<file path="src/rtl/ps2_keyboard_rx_if.sv">
// rtl/ps2_keyboard_rx_if.sv - PS/2 pin and decoded-key signal bundle
// Purpose: groups the raw PS/2 pins with the decoded key outputs of ps2_keyboard_rx.
// Signals:
//   ps2_clk, ps2_data : raw PS/2 pins, asynchronous to the system clock
//   newKey            : one-cycle strobe, a make code was received
//   keyCode[7:0]      : last make code, held between strobes
//   extended          : last make code was E0-prefixed
//   frameErr          : one-cycle strobe, a frame was discarded
// Modports: master = receiver (drives key outputs), slave = consumer (drives pins).
interface ps2_keyboard_rx_if;
   logic       ps2_clk;
   logic       ps2_data;
   logic       newKey;
   logic [7:0] keyCode;
   logic       extended;
   logic       frameErr;

   modport master (
      input  ps2_clk,
      input  ps2_data,
      output newKey,
      output keyCode,
      output extended,
      output frameErr
   );

   modport slave (
      output ps2_clk,
      output ps2_data,
      input  newKey,
      input  keyCode,
      input  extended,
      input  frameErr
   );
endinterface

</file>
<file path="src/rtl/ps2_keyboard_rx.sv">
// rtl/ps2_keyboard_rx.sv - PS/2 keyboard frame receiver and make-code decoder
// Purpose: synchronizes and glitch-filters the PS/2 pins, deserializes 11-bit
//   device-to-host frames, strips E0/F0 prefixes and strobes newKey with the make code.
// Parameters:
//   FILTER_LEN     : equal synchronized ps2_clk samples needed to move the filtered clock (2..32)
//   TIMEOUT_CYCLES : clk cycles without a falling edge mid-frame before the frame is abandoned
// Ports:
//   clk   : system clock
//   reset : asynchronous active-high reset
//   bus   : ps2_keyboard_rx_if.master (pins in, newKey/keyCode/extended/frameErr out)
// Optional feature: define PS2_PARITY_CHECK_EN to reject frames with bad odd parity.
module ps2_keyboard_rx #(
   parameter int FILTER_LEN     = 8,
   parameter int TIMEOUT_CYCLES = 50000
) (
   input  logic                clk,
   input  logic                reset,
   ps2_keyboard_rx_if.master   bus
);
   localparam int TW = $clog2(TIMEOUT_CYCLES + 1);

   typedef enum logic [1:0] {S_IDLE, S_DATA, S_PARITY, S_STOP} state_t;

   // input conditioning
   logic                  ck_s1, ck_s2, dt_s1, dt_s2;
   logic [FILTER_LEN-1:0] ck_hist;
   logic                  ck_filt, ck_filt_nxt, fall;

   always_comb begin
      ck_filt_nxt = ck_filt;
      if (&ck_hist)
         ck_filt_nxt = 1'b1;
      else if (~|ck_hist)
         ck_filt_nxt = 1'b0;
   end

   always_ff @(posedge clk or posedge reset) begin
      if (reset) begin
         ck_s1   <= 1'b1;
         ck_s2   <= 1'b1;
         dt_s1   <= 1'b1;
         dt_s2   <= 1'b1;
         ck_hist <= '1;
         ck_filt <= 1'b1;
         fall    <= 1'b0;
      end else begin
         ck_s1   <= bus.ps2_clk;
         ck_s2   <= ck_s1;
         dt_s1   <= bus.ps2_data;
         dt_s2   <= dt_s1;
         ck_hist <= {ck_hist[FILTER_LEN-2:0], ck_s2};
         ck_filt <= ck_filt_nxt;
         fall    <= ck_filt & ~ck_filt_nxt;
      end
   end

   // frame FSM and decoder state
   state_t        state, state_n;
   logic [2:0]    bit_cnt, bit_cnt_n;
   logic [7:0]    shreg, shreg_n;
   logic          par_bit, par_bit_n;
   logic          ext_pend, ext_pend_n, brk_pend, brk_pend_n;
   logic [TW-1:0] tmo_cnt, tmo_cnt_n;
   logic          new_key, new_key_n, frame_err, frame_err_n;
   logic [7:0]    key_code, key_code_n;
   logic          ext_q, ext_q_n;
   logic          frame_good;

   // dt_s2 holds the stop bit while the STOP-state fall is high
`ifdef PS2_PARITY_CHECK_EN
   assign frame_good = dt_s2 & (^{shreg, par_bit});
`else
   assign frame_good = dt_s2;
`endif

   always_comb begin
      state_n     = state;
      bit_cnt_n   = bit_cnt;
      shreg_n     = shreg;
      par_bit_n   = par_bit;
      ext_pend_n  = ext_pend;
      brk_pend_n  = brk_pend;
      key_code_n  = key_code;
      ext_q_n     = ext_q;
      new_key_n   = 1'b0;
      frame_err_n = 1'b0;

      if (state == S_IDLE || fall)
         tmo_cnt_n = '0;
      else
         tmo_cnt_n = tmo_cnt + TW'(1);

      case (state)
         S_IDLE: begin
            // a high bit here is a stray edge, not a start bit
            if (fall && !dt_s2) begin
               state_n   = S_DATA;
               bit_cnt_n = 3'd0;
            end
         end
         S_DATA: begin
            if (fall) begin
               shreg_n   = {dt_s2, shreg[7:1]};
               bit_cnt_n = bit_cnt + 3'd1;
               if (bit_cnt == 3'd7)
                  state_n = S_PARITY;
            end
         end
         S_PARITY: begin
            if (fall) begin
               par_bit_n = dt_s2;
               state_n   = S_STOP;
            end
         end
         S_STOP: begin
            if (fall) begin
               state_n = S_IDLE;
               if (!frame_good) begin
                  frame_err_n = 1'b1;
                  ext_pend_n  = 1'b0;
                  brk_pend_n  = 1'b0;
               end else if (shreg == 8'hE0) begin
                  ext_pend_n = 1'b1;
               end else if (shreg == 8'hF0) begin
                  brk_pend_n = 1'b1;
               end else begin
                  if (!brk_pend) begin
                     new_key_n  = 1'b1;
                     key_code_n = shreg;
                     ext_q_n    = ext_pend;
                  end
                  ext_pend_n = 1'b0;
                  brk_pend_n = 1'b0;
               end
            end
         end
         default: state_n = S_IDLE;
      endcase

      if (state != S_IDLE && !fall && tmo_cnt == TW'(TIMEOUT_CYCLES - 1)) begin
         state_n     = S_IDLE;
         ext_pend_n  = 1'b0;
         brk_pend_n  = 1'b0;
         frame_err_n = 1'b1;
         tmo_cnt_n   = '0;
      end
   end

   always_ff @(posedge clk or posedge reset) begin
      if (reset) begin
         state     <= S_IDLE;
         bit_cnt   <= 3'd0;
         shreg     <= 8'h00;
         par_bit   <= 1'b0;
         ext_pend  <= 1'b0;
         brk_pend  <= 1'b0;
         tmo_cnt   <= '0;
         new_key   <= 1'b0;
         frame_err <= 1'b0;
         key_code  <= 8'h00;
         ext_q     <= 1'b0;
      end else begin
         state     <= state_n;
         bit_cnt   <= bit_cnt_n;
         shreg     <= shreg_n;
         par_bit   <= par_bit_n;
         ext_pend  <= ext_pend_n;
         brk_pend  <= brk_pend_n;
         tmo_cnt   <= tmo_cnt_n;
         new_key   <= new_key_n;
         frame_err <= frame_err_n;
         key_code  <= key_code_n;
         ext_q     <= ext_q_n;
      end
   end

   assign bus.newKey   = new_key;
   assign bus.keyCode  = key_code;
   assign bus.extended = ext_q;
   assign bus.frameErr = frame_err;
endmodule

</file>
<file path="src/flat_wrapper.sv">
// flat-port wrapper written by rule: the top's interface ports become plain ports
module ps2_keyboard_rx_flat 
#(
   parameter int FILTER_LEN     = 8,
   parameter int TIMEOUT_CYCLES = 50000
)
  (clk, reset, bus_ps2_clk, bus_ps2_data, bus_newKey, bus_keyCode, bus_extended, bus_frameErr);
  ps2_keyboard_rx_if bus_i ();
  input  logic clk;
  input  logic reset;
  input wire logic [$bits(bus_i.ps2_clk)-1:0] bus_ps2_clk;
  input wire logic [$bits(bus_i.ps2_data)-1:0] bus_ps2_data;
  output wire logic [$bits(bus_i.newKey)-1:0] bus_newKey;
  output wire logic [$bits(bus_i.keyCode)-1:0] bus_keyCode;
  output wire logic [$bits(bus_i.extended)-1:0] bus_extended;
  output wire logic [$bits(bus_i.frameErr)-1:0] bus_frameErr;
  assign bus_i.ps2_clk = bus_ps2_clk;
  assign bus_i.ps2_data = bus_ps2_data;
  assign bus_newKey = bus_i.newKey;
  assign bus_keyCode = bus_i.keyCode;
  assign bus_extended = bus_i.extended;
  assign bus_frameErr = bus_i.frameErr;
  ps2_keyboard_rx #(.FILTER_LEN(FILTER_LEN), .TIMEOUT_CYCLES(TIMEOUT_CYCLES)) u_core (.clk(clk), .reset(reset), .bus(bus_i));
endmodule
</file>
<file path="config.mk">
export PLATFORM = sky130hd
export DESIGN_NAME = ps2_keyboard_rx_flat
export DESIGN_NICKNAME = d
export VERILOG_FILES = /design/src/rtl/ps2_keyboard_rx_if.sv /design/src/rtl/ps2_keyboard_rx.sv /design/src/flat_wrapper.sv
export SDC_FILE = /design/constraint.sdc
export NUM_CORES = 1
export LEC_CHECK = 0
export CAP_MARGIN = 20
export CORE_MARGIN = 2
export CORE_UTILIZATION = 55
export CTS_CLUSTER_SIZE = 12
export DETAILED_ROUTE_END_ITERATION = 16
export PLACE_DENSITY = 0.75
export REMOVE_ABC_BUFFERS = 1
export SLEW_MARGIN = 20
export SYNTH_ARGS = -nofsm -noshare
export SYNTH_HDL_FRONTEND = slang
export SYNTH_SLANG_ARGS = --single-unit
</file>
<file path="constraint.sdc">
create_clock -name clk -period 2.1 [get_ports clk]
set_input_delay 0.315 -clock clk [delete_from_list [all_inputs] [get_ports clk]]
set_output_delay 0.315 -clock clk [all_outputs]
set_load 0.1 [all_outputs]
</file>
-- Word level (Yosys, flattened, before mapping)
Index checks and enable logic that the tools add are counted.
- register bits: 56
- input port bits: 4
- word-level logic and storage cells: 95
- output and inout port bits: 11
- add/subtract/negate cells: 2
- multiplexer cells: 36
- reduce and logical (&&, ||, !) cells: 19
- bitwise logic cells: 5
- equality and inequality tests: 16
- operators by type and width (kind ; count):
    16-bit 2-to-1 mux ; 2
    1-bit 2-to-1 mux ; 24
    16-bit by 1-bit adder with 16-bit output (second input constant) ; 1
    16-bit == test (second input constant) ; 1
    8-bit == test (second input constant) ; 2
    2-bit 2-to-1 mux ; 6
    3-bit by 1-bit != test with 1-bit output (second input constant) ; 4
    3-bit AND reduction ; 3
    2-bit case mux with 4 select lines ; 1
    8-bit AND reduction ; 1
    2-bit nonzero test ; 4
    8-bit OR reduction ; 1
    3-bit 2-to-1 mux ; 2
    3-bit != test (second input constant) ; 2
    3-bit case mux with 2 select lines ; 1
    6-bit AND reduction ; 1
    5-bit AND reduction ; 1
    2-bit == test (second input constant) ; 2
    4-bit != test (second input constant) ; 1
    1-bit NOT ; 4
    3-bit by 1-bit adder with 3-bit output (second input constant) ; 1
    3-bit == test (second input constant) ; 1
    1-bit logical AND ; 3
    2-bit by 1-bit == test with 1-bit output (second input constant) ; 1
    other kinds (7) ; 8

-- Depth between registers and ports, before layout
- depth in word-level cells: 7
- depth in mapped cells: 7
- depth with buffers taken out: 6

-- Least setup slack after synthesis
OpenSTA, ideal clock, no wires.
- kind: register to register
- from: reg u_core.tmo_cnt[0]
- to: reg u_core.tmo_cnt[11]
- path slack: 0.392 ns
- clock period less this slack: 1.708 ns
- stages on the path, launching flop included: 8
- setup time: 0.069 ns
- required time: 2.031 ns
- data arrival time: 1.639 ns
- path buffers: 2
- cell sequence: dfrtp_1 > ha_1 > and3_4 > and4_1 > or3_1 > buf_6 > buf_12 > nor2_4
- word-level cells in the longest chain between the ends: 3
- elaborated cells on any way between the ends: 5
- those cells by class: 1 x add/sub; 1 x eq/ne; 2 x mux; 1 x reduce/logical
- ends and longest elaborated chain (item ; RTL line ; RTL):
    start, declared ; ps2_keyboard_rx.sv:63 ; logic [TW-1:0] tmo_cnt, tmo_cnt_n;
    start signal, assigned ; ps2_keyboard_rx.sv:169 ; tmo_cnt <= tmo_cnt_n;
    16-bit by 1-bit adder with 16-bit output / 16-bit == test (equally long branches) ; ps2_keyboard_rx.sv:91, ps2_keyboard_rx.sv:140 ;
    16-bit 2-to-1 mux / 1-bit logical AND (equally long branches) ; ps2_keyboard_rx.sv:88, ps2_keyboard_rx.sv:140 ;
    16-bit 2-to-1 mux * ; ps2_keyboard_rx.sv:140 ; if (state != S_IDLE && !fall && tmo_cnt == TW'(TIMEOUT_CYCLES - 1)) begin
    net u_core.tmo_cnt_n[11] ; ps2_keyboard_rx.sv:63 ;
Mark *: on every way through the listed nets, which the timed path passes. The rest lies on a longest branch.
A chain may end at the register's enable or synchronous reset.

-- Final worst setup path
- from: reg u_core.tmo_cnt[0]
- to: reg u_core.tmo_cnt[3]
The elaborated chain is that of the path after synthesis.

==> flow_summary.yaml <==
cts:
  cts_buffer_depth: 2
  cts_hold_repair.buffers: 0
  ctsResizeCount: 0
  cts_tree: "built"
  h-tree-depth: 2
  cts_sinks: 56
  clk_latency_ps: 320
  cts_buffers: 5
  clk_pin_slew_ps: 100
  cts_root_buf: "clkbuf_8"
  post-cts-setup-buffer-count: 0
logic_synthesis:
  synth_area_um2: 2490
  synth_edf_count: 0
  ys_ff_latch: 56
  yosysTopAreaCell: "dfrtp_1"
  yosysWarnings: 0
  yosysSeqAreaShare_pct: 57.0
  synth_most_common_cell: "dfrtp_1"
  ys.flop_type: "dfrtp_1"
  synth_top_area_share_pct: 43.3
  yosys-top-cells-area: "dfrtp_1 (43%), dfstp_2 (14%), mux2_2 (6.3%)"
  async_flop_share_pct: 100
  netlist-cell-type-count: 42
  syn_inst: 198
  yosys-top-cells-count: "dfrtp_1 (43), mux2_2 (14), dfstp_2 (13), nor2_1 (13), xnor2_1 (12)"
  synth_area_per_cell_um2: 12.6
grt:
  antenna_found_initial: 0
  grt_usage_pct: 19.5
  grt_pass1_wl_mm: 7.67
  grt_pass1_vias: 1682
  grt-ovfl-total: 0
  grt_max_degree: 36
finish:
  diodes: 0
  final_nets: 229
  synthToLayoutAreaGrowth_pct: 10.1
  drive_gt1_share_pct: 29.7
critical_path:
  cp_slowest_stage_delay_ps: 450
  cp-end-kind: "flip-flop"
  path_class: "flip-flop to flip-flop"
  cp-start-kind: "flip-flop"
  rrSetupSlack_ps: 290
  r2r_end: "u_core.tmo_cnt[3]$_DFF_PP0_"
  r2r_start: "u_core.tmo_cnt[0]$_DFF_PP0_"
  cp_slowest_cell: "dfrtp_1"
  worstPathArrival_ps: 2070
  required_ps: 2350
  worstRegToRegCells: 6
  crit_chain: "ha_1 > and3_4 > and4_1 > or3_1 > buf_4 > nor2_1"
  cp_max_fo: 16
placement:
  hpwl_mm: 3.09
  io_buffers: 14
  routabilityCongestion: 0.812
power_and_ir_drop:
  power_density_nw_per_um2: 883
  leakage_nw: 1.21
  ir_drop_uv: 530
die:
  row_count: 24
  core_area_um2: 4350
  io_pins: 15
  fp.dieH_um: 71.2
  die_area_um2: 5070
  start_util_pct: 57.1
  die_x_um: 71.2
timing:
  hold_violations: 0
  maxSlewHeadroom_pct: 72.5
  whs_ps: 336
  fin_skew_ps: 9.40
  maxSlewViolCount: 0
  fin_crit_sh_pct: 86.4
  finalSetupViolCount: 0
  fmax_mhz: 551
  fin_tns_setup_ps: 0
  finalCriticalPeriod_ps: 1810
  grt_setup_unrepaired: "no"
  worst_pin_slew_ps: 412
route:
  drt-wirelength-per-cell_um: 15.9
  dr.pass1.iters: 4
  vias: 1604
  first_iter_violations: 71
  via_per_inst: 5.92
  ant_nets: 0
  drcViolationCount: 0
  wl_mm: 4.31
status:
  status: "finished clean"
worst_hold_path:
  holdCritPathClass: "primary input to asynchronous set/reset pin"
flow_run:
  cap_violations: 0
## cell families (layout without fill, tap and decap cells)
group / Yosys count / in the layout / synth area share (%)
AND/OR/NAND/NOR: 70 / 70 / 17.6
multiplexers: 16 / 16 / 7.25
adder cells (fa/ha/maj): 7 / 7 / 3.52
buffers and inverters: 11 / 32 / 2.67
flip-flops: 56 / 56 / 57.0
AO/OA/AOI/OAI: 24 / 24 / 7.00
XOR/XNOR: 14 / 14 / 4.93
## worst max path at each step
stage,depth (start not counted),slack (ps),startpoint,end
floorplan,5,190,u_core.tmo_cnt[0]$_DFF_PP0_,u_core.tmo_cnt[15]$_DFF_PP0_
global placement,6,390,u_core.tmo_cnt[0]$_DFF_PP0_,u_core.tmo_cnt[15]$_DFF_PP0_
detailed placement,6,320,u_core.tmo_cnt[0]$_DFF_PP0_,u_core.tmo_cnt[2]$_DFF_PP0_
CTS,6,280,u_core.tmo_cnt[0]$_DFF_PP0_,u_core.tmo_cnt[3]$_DFF_PP0_
global route,4,200,u_core.state[0]$_DFFE_PP0P_,u_core.bus.keyCode[1]$_DFFE_PP0P_
finish,6,290,u_core.tmo_cnt[0]$_DFF_PP0_,u_core.tmo_cnt[3]$_DFF_PP0_
## critical path, delay by kind of cell, from the launching register on
kind | cells | cell delay, ps
adders and majority gates | 1 | 270
and+or+nand+nor | 4 | 780
buffers and inverters | 1 | 240
DFF | 1 | 450
## placed cells by master (no fill, tap or decap), types with 5 or more instances in the layout
master,netlist,layout
dfrtp_1,43,43
mux2_2,14,14
buf_4,0,14
nor2_1,13,13
dfstp_2,13,13
xnor2_1,12,12
nand2_1,9,9
nor2_4,8,8
nand3_1,7,7
nor4_1,7,7
nor3_1,7,7
ha_1,7,7
inv_1,7,6
a21oi_1,5,5
clkbuf_8,0,5
## power breakdown
part	leakage (nW)	internal (mW)	switching, mW	total [mW]
registers	0.726	1.17	0.0993	1.27
logic	0.436	0.196	0.354	0.550
clock network	0.0485	0.239	0.354	0.593
## area by class of cell
type / instances / area [um2]
fill: 335 / 1620
sequential: 56 / 1420
multi-input combinational: 131 / 1000
timing repair buffer: 17 / 135
clock buffer: 5 / 68.8
tap: 52 / 65.1
inverter: 7 / 26.3
clock inverter: 3 / 22.5
## per-layer routing
layer  global-route usage (%)  share of wire [%]  up-vias
met4                     11.5                2.4        0
li1                         -                  -      749
met2                     31.0                 52       43
met1                     24.9                 42      803
met3                     3.94                3.6        9
met5                        0                  0        -
## per-stage QoR
step	total power, mW	cells	instance area, um2	utilization, %	worst slack [ps]
6_report	2.42	271	2740	62.9	285
5_1_grt	2.55	271	2740	62.9	198
4_1_cts	2.43	271	2740	62.9	279
3_5_place_dp	1.84	263	2650	60.8	323
3_3_place_gp	1.78	263	2650	60.8	392
2_1_floorplan	1.69	194	2450	-	193
## registers in the layout, summed over array words and instances, names as in the netlist
signal,cells
u_core.fall,1
u_core.state,2
u_core.brk_pend,1
u_core.ext_pend,1
u_core.ck_s2,1
u_core.bus.newKey,1
u_core.dt_s2,1
u_core.bus.extended,1
u_core.dt_s1,1
u_core.bit_cnt,3
u_core.ck_hist,8
u_core.bus.keyCode,8
u_core.ck_filt,1
u_core.bus.frameErr,1
u_core.tmo_cnt,16
u_core.shreg,8
u_core.ck_s1,1
Power figures use the tool's default switching activity.
